[src/rtl/gold_pkg.sv]
// gold_pkg: bag state encoding and playfield geometry shared with the terrain stage
package gold_pkg;
   localparam int TILE = 32;
   localparam logic [10:0] BOARD_Y_DEFAULT = 11'd160;
   typedef enum logic [2:0] {REST, WOBBLE, FALL, BROKEN, GONE} gold_state_t;
endpackage

[src/rtl/gold_bag_ctrl_if.sv]
// gold_bag_ctrl_if: frame strobe, terrain/player inputs and bag position/status outputs
interface gold_bag_ctrl_if;
   logic        startOfFrame;
   logic        can_fall;
   logic        player_hit;
   logic [10:0] topLeftX;
   logic [10:0] topLeftY;
   logic        visible;
   logic        broken;
   logic        gold_collected;
   logic        player_crushed;
   modport master (output startOfFrame, can_fall, player_hit,
                   input topLeftX, topLeftY, visible, broken, gold_collected, player_crushed);
   modport slave (input startOfFrame, can_fall, player_hit,
                  output topLeftX, topLeftY, visible, broken, gold_collected, player_crushed);
endinterface

[src/rtl/gold_bag_ctrl.sv]
// gold_bag_ctrl: per-bag rest/wobble/fall/break FSM, updated once per video frame
module gold_bag_ctrl
   import gold_pkg::*;
#(
   parameter logic [10:0] INIT_X        = 11'd96,
   parameter logic [10:0] INIT_Y        = 11'd192,
   parameter logic [10:0] BOARD_Y       = BOARD_Y_DEFAULT,
   parameter logic [10:0] BOTTOM_Y      = 11'd448,
   parameter int          FALL_SPEED    = 4,
   parameter int          WOBBLE_FRAMES = 16,
   parameter int          BREAK_PX      = 64
) (
   input logic             clk,
   input logic             reset,
   gold_bag_ctrl_if.slave  bus
);
   gold_state_t state, nState;
   logic [7:0]  wobCnt, nWob;
   logic [10:0] posY, nY, fallPx, nFall;
   logic [11:0] stepY, stepFall;
   logic        aligned, landing, crush, collect;
   assign bus.topLeftY = posY;
   always_comb begin
      stepY = {1'b0, posY} + 12'(FALL_SPEED);
      stepFall = {1'b0, fallPx} + 12'(FALL_SPEED);
      aligned = ((posY - BOARD_Y) & 11'(TILE - 1)) == '0;
      landing = aligned && (!bus.can_fall || posY >= BOTTOM_Y);
      nState = state;
      nWob = wobCnt;
      nY = posY;
      nFall = fallPx;
      crush = 1'b0;
      collect = 1'b0;
      if (bus.startOfFrame) begin
         case (state)
            REST: begin
               if (bus.can_fall) begin
                  nState = WOBBLE;
                  nWob = '0;
               end
            end
            WOBBLE: begin
               if (!bus.can_fall) nState = REST;
               else if (wobCnt == 8'(WOBBLE_FRAMES - 1)) begin
                  nState = FALL;
                  nFall = '0;
               end else nWob = wobCnt + 8'd1;
            end
            FALL: begin
               crush = bus.player_hit;
               if (landing) nState = (fallPx >= 11'(BREAK_PX)) ? BROKEN : REST;
               else begin
                  nY = (stepY >= {1'b0, BOTTOM_Y}) ? BOTTOM_Y : stepY[10:0];
                  nFall = stepFall[11] ? '1 : stepFall[10:0];
               end
            end
            BROKEN: begin
               // collection beats any terrain verdict: a broken bag never falls again
               if (bus.player_hit) begin
                  nState = GONE;
                  collect = 1'b1;
               end
            end
            default: ;
         endcase
      end
   end
   always_ff @(posedge clk or posedge reset) begin
      if (reset) begin
         state <= REST;
         wobCnt <= '0;
         fallPx <= '0;
         posY <= INIT_Y;
         bus.topLeftX <= INIT_X;
         bus.visible <= 1'b1;
         bus.broken <= 1'b0;
         bus.gold_collected <= 1'b0;
         bus.player_crushed <= 1'b0;
      end else begin
         state <= nState;
         wobCnt <= nWob;
         fallPx <= nFall;
         posY <= nY;
         bus.topLeftX <= (nState == WOBBLE && nWob[2]) ? INIT_X + 11'd2 : INIT_X;
         bus.visible <= nState != GONE;
         bus.broken <= nState == BROKEN;
         bus.gold_collected <= collect;
         bus.player_crushed <= crush;
      end
   end
endmodule

[src/flat_wrapper.sv]
// flat-port wrapper written by rule: the top's interface ports become plain ports
module gold_bag_ctrl_flat import gold_pkg::*;
#(
   parameter logic [10:0] INIT_X        = 11'd96,
   parameter logic [10:0] INIT_Y        = 11'd192,
   parameter logic [10:0] BOARD_Y       = BOARD_Y_DEFAULT,
   parameter logic [10:0] BOTTOM_Y      = 11'd448,
   parameter int          FALL_SPEED    = 4,
   parameter int          WOBBLE_FRAMES = 16,
   parameter int          BREAK_PX      = 64
)
  (clk, reset, bus_startOfFrame, bus_can_fall, bus_player_hit, bus_topLeftX, bus_topLeftY, bus_visible, bus_broken, bus_gold_collected, bus_player_crushed);
  gold_bag_ctrl_if bus_i ();
  input logic clk;
  input logic reset;
  input wire logic [$bits(bus_i.startOfFrame)-1:0] bus_startOfFrame;
  input wire logic [$bits(bus_i.can_fall)-1:0] bus_can_fall;
  input wire logic [$bits(bus_i.player_hit)-1:0] bus_player_hit;
  output wire logic [$bits(bus_i.topLeftX)-1:0] bus_topLeftX;
  output wire logic [$bits(bus_i.topLeftY)-1:0] bus_topLeftY;
  output wire logic [$bits(bus_i.visible)-1:0] bus_visible;
  output wire logic [$bits(bus_i.broken)-1:0] bus_broken;
  output wire logic [$bits(bus_i.gold_collected)-1:0] bus_gold_collected;
  output wire logic [$bits(bus_i.player_crushed)-1:0] bus_player_crushed;
  assign bus_i.startOfFrame = bus_startOfFrame;
  assign bus_i.can_fall = bus_can_fall;
  assign bus_i.player_hit = bus_player_hit;
  assign bus_topLeftX = bus_i.topLeftX;
  assign bus_topLeftY = bus_i.topLeftY;
  assign bus_visible = bus_i.visible;
  assign bus_broken = bus_i.broken;
  assign bus_gold_collected = bus_i.gold_collected;
  assign bus_player_crushed = bus_i.player_crushed;
  gold_bag_ctrl #(.INIT_X(INIT_X), .INIT_Y(INIT_Y), .BOARD_Y(BOARD_Y), .BOTTOM_Y(BOTTOM_Y), .FALL_SPEED(FALL_SPEED), .WOBBLE_FRAMES(WOBBLE_FRAMES), .BREAK_PX(BREAK_PX)) u_core (.clk(clk), .reset(reset), .bus(bus_i));
endmodule
[config.mk]
export PLATFORM = sky130hd
export DESIGN_NAME = gold_bag_ctrl_flat
export DESIGN_NICKNAME = d
export VERILOG_FILES = /design/src/rtl/gold_pkg.sv /design/src/rtl/gold_bag_ctrl_if.sv /design/src/rtl/gold_bag_ctrl.sv /design/src/flat_wrapper.sv
export SDC_FILE = /design/constraint.sdc
export NUM_CORES = 1
export LEC_CHECK = 0
export ABC_AREA = 0
export BUFFER_PORTS_ARGS = -buffer_cell sky130_fd_sc_hd__clkbuf_2
export CAP_MARGIN = 30
export CELL_PAD_IN_SITES_DETAIL_PLACEMENT = 1
export CELL_PAD_IN_SITES_GLOBAL_PLACEMENT = 1
export CORE_MARGIN = 2
export CORE_UTILIZATION = 39
export CTS_BUF_LIST = sky130_fd_sc_hd__clkbuf_8 sky130_fd_sc_hd__clkbuf_16
export DETAILED_ROUTE_END_ITERATION = 10
export PLACE_DENSITY = 0.75
export SYNTH_ARGS = -nofsm -noshare
export SYNTH_HDL_FRONTEND = slang
export SYNTH_SLANG_ARGS = --single-unit
[constraint.sdc]
create_clock -name clk -period 2.2 [get_ports clk]
set_clock_uncertainty 0.2 [all_clocks]
set_input_delay 0.44 -clock clk [delete_from_list [all_inputs] [get_ports clk]]
set_output_delay 0.44 -clock clk [all_outputs]
set_load 0.05 [all_outputs]
==> results of run 1 <==
-- flip-flops by register name (all words and copies together) (netlist names) --
signal	flops
u_core.bus.topLeftY	9
u_core.fallPx	9
u_core.wobCnt	8
u_core.state	3
u_core.bus.broken	1
u_core.bus.gold_collected	1
u_core.bus.player_crushed	1
u_core.bus.topLeftX	1
u_core.bus.visible	1
-- kinds of logic (layout without fill, tap and decap cells) --
logic type / after synthesis / count (layout) / share of synthesized area (%)
and+or+nand+nor: 84 / 84 / 23.5
DFF: 34 / 34 / 42.3
buffers and inverters: 31 / 55 / 8.23
adders and majority gates: 5 / 5 / 3.09
other: 2 / 12 / 0.371
xor gates and xnor gates: 1 / 1 / 0.433
AOI/OAI and AO/OA: 65 / 65 / 22.1
-- final cells by class --
type                       instances  share of cell area, %
clock inverter                     3                  0.482
tap                               70                   3.75
multi-input combinational        167                   45.1
sequential                        34                   36.7
timing repair buffer              34                   9.00
inverter                          13                   2.09
clock buffer                       5                   2.95
-- where the power goes --
part           internal, uW  switching [uW]
combinational           331             659
sequential              772             156
clock                   211             226
-- timing repair --
action                                  4_1_cts  5_1_grt
hold buffers                                  0        0
gates resized for setup                       0        1
hold endpoints to repair                      0        0
buffers inserted                              0        0
endpoints found under the setup margin        0        7
-- path summary, 6_finish.rpt --
| path | slack [ns] | startpoint | endpoint |
|---|---|---|---|
| worst max-delay path | 0.09 | u_core.bus.topLeftY[7] | u_core.bus.visible |
| worst min-delay path | 0.02 | reset | u_core.fallPx[3] |
| worst max register to register | 0.09 | u_core.bus.topLeftY[7] | u_core.bus.visible |
| worst min register to register | 0.33 | u_core.wobCnt[1] | u_core.wobCnt[1] |
| max in group asynchronous | 1.43 | reset | u_core.bus.visible |
| min in group clk | 0.24 | bus_player_hit | u_core.bus.player_crushed |
-- synth_stat cells (all sizes together) (8+ instances only) --
library cell and number:
dfrtp 31, o21ai 23, nand3 17, nand2 16
and3 14, buf 14, inv 13, a21oi 9
nor2 8
-- per-layer routing --
layer,vias up,routed length (um),GRT usage (%)
met5,-,0,0
met4,0,73,6.55
met3,6,162,3.91
met2,28,2260,28.8
met1,872,2420,25.4
li1,856,-,-
-- stage by stage --
step           total power, uW  hold slack (ns)  cells  area, um^2
5_1_grt                   2520           0.0822    326        2330
3_5_place_dp              1920            0.319    318        2250
4_1_cts                   2370           0.0395    326        2330
6_report                  2360           0.0192    326        2330
3_3_place_gp              1900            0.309    318        2250
2_1_floorplan             1630            0.288    232        2070
-- worst register-to-register path, cell delays in order (launching register included) --
cell and delay (ns):
dfstp_2 0.58, nand3_4 0.11, a311oi_4 0.33, a31oi_1 0.14, o32a_1 0.35, or3_1 0.32
==> summary.md, run 1 <==
| Metric | Value |
|---|---|
| Initial core utilization | 40.1% |
| Post-DRT Antenna Nets | 0 |
| Dpl ws | between 0.03 and 0.04 ns |
| Layout cell share with drive strength beyond 1 | around a fifth |
| Post-Route WL | 4.92 mm |
| 1st-iter DRT viols | 150 |
| I/O Pins | 31 |
| Post-layout min period | 2.11 ns |
| Standard-cell rows | 26 |
| Lkg Pwr | 0.00110 uW |
| Outcome | finished clean |
| CP cell instances | nand3_4, a311oi_4, a31oi_1, o32a_1, or3_1 |
| Synth area leader | dfrtp_1 |
| HP Class | in2async |
| # H-tree levels | 2 |
| Post-DP HPWL | 3.62 mm |
| I/O Buffers | 18 |
| Max VDD drop | 0.591 mV |
| Post-Syn Area | 2020 um^2 |
| CP arrival | 2.12 ns |
| CP Capture Type | register |
| CTS Buf Count | 5 |
| Crit-path slowest cell | dfstp_2 |
| DIE AREA | 5780 um^2 |
| Total track usage | 18.4% |
| Primary FF master, synth | dfrtp_1 |
| Layout Nets | about 270 |
| Final Util | 46.3% |
| Via count | 1762 |
| Req. time, crit path | 2.21 ns |
| Endpoints failing setup | 0 |
| Clk root buf | clkbuf_8 |
| Final Hold Fails | 0 |
| Top cells by area, synth | dfrtp_1 38%, o21ai_0 5.7%, buf_4 4.8% |
| Gr ovfl total | 0 |
| Yosys cell types | 51 |
| Max Buffers Root-to-Sink | 2 |
| Crit Path Max Fanout | 5 |
| Final setup slack of the worst path | 0.0902 ns |
| Storage cell area | between 800 and 900 um^2 |
| CTS tree | yes |
| Synth Instances | 222 |
| R2r worst-path depth | 5 |
| Most common cell after layout, fill and taps aside | dfrtp_1 |
| Drt wl/cell | between 15 and 20 um |
| Synthesis-stage register bit count | 34 |
| WP buf/inv | 0 |
| Critical Path Source Type | register |
| Setup_tns | 0 ns |
| Synth top area share | 38.4% |
| Sink Count | 34 |
| Clk slew on worst S/H paths | 0.07 ns |
| Layout area overhead | 15.5% |
| CP delay by family, top | compound AO/OA/AOI/OAI gates |
| Placeable Area | about 5000 um^2 |
| Seq/Total Area, Yosys | 42.3% |
| Vias in the first global route | 1734 |
| Post-synth EDFFs | 0 |
| Antenna Cells | 0 |
| Critical path depth in cells | 5 |
| Clock latency on the worst-skew pair | 0.29 ns |
| Synth async-reset ratio | 100% |
| Layout fillers | just over 600 |
| YS warnings | 0 |
| Worst path max stage delay | 0.58 ns |
| Tcrit/Tclk final | 95.9% |
| Multi-input gate area | 1050 um^2 |
| Vias per cell | 5.40 |
| Final Wtd Congestion | 0.781 |
| Pwr Density | roughly 1000 nW/um^2 |
| DRC viols | 0 |
| Initial antenna violation count | 0 |
| First-pass GRT wire length | 8.51 mm |
| Max Cap Viol | 0 |
| Fmax | around 0.47 GHz |
| Slew Limit Fails | 0 |
| Pin count of the biggest net entering global routing | 35 |
| CP Class | reg2reg |
| Die Width | about 76 um |
| Die height | 76.0 um |
| Syn avg cell area | 9.11 um^2 |
| Drt first pass iters | 4 |
| RSZ-0062 raised after global routing | true |
| Commonest non-fill, non-tap cells in the layout | 30 x dfrtp_1, 23 x o21ai_0, 18 x clkbuf_2 |
Note: power is estimated with default switching activity, not from simulation.
==> run 2: changes to the inputs <==
--- a/config.mk
+++ b/config.mk
@@ -10,11 +10,11 @@
 export CAP_MARGIN = 30
 export CELL_PAD_IN_SITES_DETAIL_PLACEMENT = 1
 export CELL_PAD_IN_SITES_GLOBAL_PLACEMENT = 1
-export CORE_MARGIN = 2
 export CORE_UTILIZATION = 39
 export CTS_BUF_LIST = sky130_fd_sc_hd__clkbuf_8 sky130_fd_sc_hd__clkbuf_16
 export DETAILED_ROUTE_END_ITERATION = 10
 export PLACE_DENSITY = 0.75
+export SKIP_LAST_GASP = 1
 export SYNTH_ARGS = -nofsm -noshare
 export SYNTH_HDL_FRONTEND = slang
 export SYNTH_SLANG_ARGS = --single-unit
==> summary.md, run 2 (synthesis results as in run 1) <==
| Metric | Value |
|---|---|
| Crit Path Max Fanout | 9 (+4) |
| Placement Cell Area | 2220 um^2 (-1.2%) |
| Clk slew on worst S/H paths | 0.07 ns (about the same) |
| Standard-cell rows | 25 (-3.8%) |
| Total track usage | 19.3% (+0.88 points) |
| Layout Nets | 262 (-1.1%) |
| Commonest non-fill, non-tap cells in the layout | 30 x dfrtp_1, 23 x o21ai_0, 18 x clkbuf_2 |
| Gr ovfl total | 0 (unchanged) |
| I/O Pins | 31 (unchanged) |
| FF-to-FF setup slack | 0.11 ns (+0.02 ns) |
| Via count | 1723 (-2.2%) |
| I/O Buffers | 18 (unchanged) |
| Combinational Power Share | 39.4% (-2.6 points) |
| Final Util | 47.7% (+1.4 points) |
| Critical Path Source Type | register |
| Max Buffers Root-to-Sink | 2 (unchanged) |
| HP Class | in2async |
| Vias in the first global route | 1713 (-1.2%) |
| Dpl ws | 0.136 ns (+0.0989 ns) |
| P_int | 1320 uW (+0.28%) |
| Endpoints failing setup | 0 (unchanged) |
| Worst path max stage delay | 0.47 ns (-0.11 ns) |
| Critical path depth in cells | 6 (+1) |
| Sink Count | 34 (unchanged) |
| Clock group share of total power | 20.3% (+1.8 points) |
| DRC viols | 0 (unchanged) |
| Vias per cell | 5.38 (-0.38%) |
| Hold buffer count at cts | 0 (unchanged) |
| # H-tree levels | 2 (unchanged) |
| Post-DP HPWL | 3.44 mm (-5.1%) |
| Drt first pass iters | 4 (unchanged) |
| Max Cap Viol | 0 (unchanged) |
| Finished Cell Area | 2310 um^2 (-0.91%) |
| Max VDD drop | 0.481 mV (-19%) |
| Final Hold Fails | 0 (unchanged) |
| Tcrit/Tclk final | 95.0% (-0.87 points) |
| Post-Route WL | 4.79 mm (-2.5%) |
| Post-CTS setup buffer count | 0 (unchanged) |
| CP Class | reg2reg |
| Post-DRT Antenna Nets | 0 (unchanged) |
| First-pass GRT wire length | 7.97 mm (-6.4%) |
| Layout fillers | 577 (-5.3%) |
| Antenna Cells | 0 (unchanged) |
| Most common cell after layout, fill and taps aside | dfrtp_1 |
| Switching Fraction | 43.3% (-0.89 points) |
| DIE AREA | 5480 um^2 (-5.2%) |
| CP Capture Type | register |
| CTS resizes | 0 (unchanged) |
| CP most frequent cell | o2bb2ai_1 |
| Post-layout min period | 2.09 ns (-0.0192 ns) |
| Die Width | 74.0 um (-2.6%) |
| CP arrival | 2.05 ns (-0.07 ns) |
| Fmax | 0.478 GHz (+0.92%) |
| Layout cell share with drive strength beyond 1 | 19.8% (-0.55 points) |
| Drt wl/cell | 15.0 um (-0.67%) |
| Pwr Density | 1000 nW/um^2 (-0.39%) |
| Slew Limit Fails | 0 (unchanged) |
| Die height | 74.0 um (-2.6%) |
| RSZ-0062 raised after global routing | false |
| Final hold slack | 0.0348 ns (+0.0156 ns) |
| Lkg Pwr | 0.00108 uW (-1.4%) |
| CP cell instances | nor4bb_1, and3_1, o2bb2ai_1, buf_4, a21boi_0, o2bb2ai_1 |
| R2r worst-path depth | 6 (+1) |
| Clk root buf | clkbuf_8 |
| CP delay by family, top | simple AND/OR/NAND/NOR gates |
| Placeable Area | 4850 um^2 (-3.8%) |
| Clock latency on the worst-skew pair | 0.28 ns (about the same) |
| Reg2Reg Launch Point | u_core.state[1] |
| Initial antenna violation count | 0 (unchanged) |
| Req. time, crit path | 2.16 ns (-0.05 ns) |
| Psw | 1010 uW (-3.3%) |
| Final Wtd Congestion | 0.779 (-0.35%) |
| Crit-path slowest cell | dfrtp_1 |
| CTS tree | yes |
| CTS Buf Count | 5 (unchanged) |
| 1st-iter DRT viols | 92 (-39%) |
| Initial core utilization | 41.7% (+1.6 points) |
| Layout area overhead | 14.4% |
| WP buf/inv | 1 (+1) |
| Worst R2R End | u_core.fallPx[10] |
| Setup_tns | 0 ns (unchanged) |
| Sequential Power Share | 40.3% (+0.9 points) |
| Outcome | finished clean |
| Crit path launch | u_core.state[1] |
| Crit path capture | u_core.fallPx[10] |
| Pin count of the biggest net entering global routing | 35 (unchanged) |
| Final setup slack of the worst path | 0.109 ns (+0.0192 ns) |
[run 2: per-layer routing]
metal	share of wire (%)	vias to the layer above	GRT usage, %	wire length (um)
li1	-	849	-	-
met1	49	847	25.6	2340
met2	49	23	32.3	2330
met3	2.0	4	3.66	97
met4	0.67	0	5.13	32
met5	0	-	0	0
[run 2: worst min-delay path by stage]
| stage | startpoint | end | slack (ns) | cells past startpoint |
|---|---|---|---|---|
| floorplan | u_core.wobCnt[1] | u_core.wobCnt[1] | 0.29 | 2 |
| global placement | u_core.wobCnt[1] | u_core.wobCnt[1] | 0.30 | 2 |
| detailed placement | u_core.wobCnt[1] | u_core.wobCnt[1] | 0.32 | 2 |
| CTS | reset | u_core.wobCnt[4] | 0.05 | 3 |
| global route | reset | u_core.wobCnt[3] | 0.07 | 3 |
| finish | reset | u_core.wobCnt[4] | 0.03 | 3 |
[run 2: worst register-to-register path: stages (launching register included)]
cell and delay (ns):
dfrtp_1 0.47, nor4bb_1 0.43, and3_1 0.27, o2bb2ai_1 0.13
buf_4 0.18, a21boi_0 0.19, o2bb2ai_1 0.10
[run 2: power by group through the flow]
stage	clock, uW	sequential, uW	combinational (uW)
finish	472	936	916
global route	520	966	1010
CTS	492	937	923
detailed placement	0	946	916
global placement	0	941	900
floorplan	0	1110	521
[run 2: final cells by class]
| class | instances | area, um^2 | area share [%] |
|---|---|---|---|
| Timing Repair Buffer | 31 | 188 | 8.11 |
| Clock inverter | 2 | 8.76 | 0.379 |
| Sequential cell | 34 | 856 | 37.0 |
| Multi-Input combinational cell | 167 | 1050 | 45.2 |
| Tap cell | 67 | 83.8 | 3.62 |
| Clock buffer | 6 | 82.6 | 3.57 |
| Inverter | 13 | 48.8 | 2.11 |
[run 2: metrics by stage]
step	instances	power [uW]
floorplan	232	1630
finish	320	2320
CTS	320	2350
global route	320	2490
detailed placement	312	1860
global placement	312	1840
==> run 3: changes to the inputs <==
--- a/config.mk
+++ b/config.mk
@@ -10,9 +10,11 @@
 export CAP_MARGIN = 30
 export CELL_PAD_IN_SITES_DETAIL_PLACEMENT = 1
 export CELL_PAD_IN_SITES_GLOBAL_PLACEMENT = 1
+export CORE_MARGIN = 2
 export CORE_UTILIZATION = 39
 export CTS_BUF_LIST = sky130_fd_sc_hd__clkbuf_8 sky130_fd_sc_hd__clkbuf_16
 export DETAILED_ROUTE_END_ITERATION = 10
+export GPL_TIMING_DRIVEN = 0
 export PLACE_DENSITY = 0.75
 export SKIP_LAST_GASP = 1
 export SYNTH_ARGS = -nofsm -noshare
==> summary.md, run 3 (synthesis results as in run 1) <==
| Metric | Value |
|---|---|
| Outcome | finished with violations |
| Failing checks | setup timing |
| Via count | 1805 (+4.8%) |
| Multi-input gate area | 1100 um^2 (+4.9%) |
| DRC viols | 0 (unchanged) |
| Drt first pass iters | 4 (unchanged) |
| Max Buffers Root-to-Sink | 2 (unchanged) |
| Post-Route WL | 5.26 mm (+9.8%) |
| Slew Limit Fails | 0 (unchanged) |
| # H-tree levels | 2 (unchanged) |
| CTS tree | yes |
| Commonest non-fill, non-tap cells in the layout | 28 x dfrtp_1, 23 x o21ai_0, 22 x buf_4 |
| CP Capture Type | register |
| Final Wtd Congestion | 0.783 (+0.50%) |
| RSZ-0062 raised after global routing | true |
| Storage cell area | 858 um^2 (+0.29%) |
| Max Cap Viol | 0 (unchanged) |
| Lkg Pwr | 0.00117 uW (+8.5%) |
| HP Class | in2async |
| Vias in the first global route | 1723 (+0.58%) |
| Clk root buf | clkbuf_8 |
| Worst slew pin tran | 0.754 ns |
| Pin count of the biggest net entering global routing | 19 (-46%) |
| Critical Path Source Type | register |
| CP Class | reg2reg |
| CP arrival | 2.28 ns (+0.23 ns) |
| I/O Buffers | 18 (unchanged) |
| CTS Buf Count | 5 (unchanged) |
| Hold buffer count at cts | 0 (unchanged) |
| Initial core utilization | 40.1% (-1.6 points) |
| Req. time, crit path | 2.21 ns (+0.05 ns) |
| Layout Nets | 277 (+5.7%) |
| Crit Path Max Fanout | 8 (-1) |
| Antenna Cells | 0 (unchanged) |
| Final std cells w/o fill | 338 (+5.6%) |
| DIE AREA | 5780 um^2 (+5.5%) |
| Sink Count | 34 (unchanged) |
| Most common cell after layout, fill and taps aside | dfrtp_1 |
| Endpoints failing setup | 2 (+2) |
| Post-DRT Antenna Nets | 0 (unchanged) |
| Final Hold Fails | 0 (unchanged) |
| Tcrit/Tclk final | 103% (+8.1 points) |
| Setup_tns | -0.0985 ns (-0.0985 ns) |
| First-pass GRT wire length | 8.44 mm (+5.9%) |
| Post-DP HPWL | 3.62 mm (+5.3%) |
| Pwr Density | 980 nW/um^2 (-2.5%) |
| Slew HR | approximately half |
| Standard-cell rows | 26 (+4.0%) |
| Initial antenna violation count | 0 (unchanged) |
| I/O Pins | 31 (unchanged) |
| Layout fillers | 607 (+5.2%) |
| Vias per cell | 5.34 (-0.82%) |
| Layout cell share with drive strength beyond 1 | 26.5% (+6.7 points) |
| Placeable Area | 5040 um^2 (+4.0%) |
| Total track usage | 17.8% (-1.5 points) |
| Fmax | 0.441 GHz (-7.8%) |
| Die height | 76.0 um (+2.7%) |
| Final hold slack | 0.0573 ns (+0.0225 ns) |
| 1st-iter DRT viols | 51 (-45%) |
| Clk slew on worst S/H paths | 0.07 ns (about the same) |
| Post-layout min period | 2.27 ns (+0.178 ns) |
| Clock latency on the worst-skew pair | 0.29 ns (about the same) |
| Drt wl/cell | 15.6 um (+4.0%) |
| Placed cells | 321 (+2.9%) |
| Max VDD drop | 0.571 mV (+19%) |
| Die Width | 76.0 um (+2.7%) |
| Final setup slack of the worst path | -0.0683 ns (-0.178 ns) |
| Final Util | 49.4% (+1.7 points) |
| Layout area overhead | 23.1% |
| Gr ovfl total | 0 (unchanged) |
[run 3: path summary, 6_finish.rpt]
| kind | start | endpoint | slack [ns] | cells after the start |
|---|---|---|---|---|
| max | u_core.bus.topLeftY[7] | u_core.bus.visible | -0.07 | 5 |
| min | reset | u_core.fallPx[3] | 0.06 | 2 |
| max reg2reg | u_core.bus.topLeftY[7] | u_core.bus.visible | -0.07 | 5 |
| min reg2reg | u_core.bus.topLeftY[2] | u_core.bus.topLeftY[2] | 0.34 | 2 |
| max in group asynchronous | reset | u_core.bus.visible | 1.11 | 3 |
| min in group clk | bus_player_hit | u_core.bus.player_crushed | 0.24 | 2 |
[run 3: power by group]
group	total [uW]	internal (uW)	switching, uW
clock network	453	215	238
logic	1030	373	654
registers	961	775	186
total	2440	1360	1080
[run 3: through the flow]
step | worst slack (ns) | cell area (um^2) | power [uW]
after floorplan | -0.0316 | 2070 | 1630
after global placement | -0.150 | 2250 | 1840
after detailed placement | -0.263 | 2280 | 1870
after CTS | -0.0312 | 2380 | 2330
after global routing | -0.140 | 2490 | 2590
final | -0.0683 | 2490 | 2440
[run 3: worst max-delay path: stages (launching register included)]
cell and delay, ns:
dfstp_2 0.64, nand3_4 0.11, a311oi_4 0.33, a31oi_1 0.17, o32a_1 0.42, or3_1 0.32
[run 3: repair_timing]
| action | 4_1_cts | 5_1_grt |
|---|---|---|
| setup endpoints to repair | 11 | 19 |
| buffers inserted | 0 | 10 |
| cloned | 0 | 0 |
| gates resized for setup | 4 | 9 |
| pin swaps | 0 | 4 |
[run 3: layer usage]
layer  share of wire [%]  wire length [um]  global-route usage (%)  vias up
met5                   0                 0                       0        -
met4                0.82                43                    5.82        0
met3                 3.1               165                    3.91        5
met2                  51              2690                    28.8       30
met1                  45              2360                    23.8      892
li1                    -                 -                       -      878
[run 3: final cells by class]
type / instances / share of cell area [%]
clock buffers: 5 / 2.76
flip-flops and latches: 34 / 34.5
inverters: 13 / 1.96
plain buffers: 17 / 4.92
clock inverters: 3 / 0.553
multi-input cells: 167 / 44.1
repair buffers: 29 / 7.74
well taps: 70 / 3.52
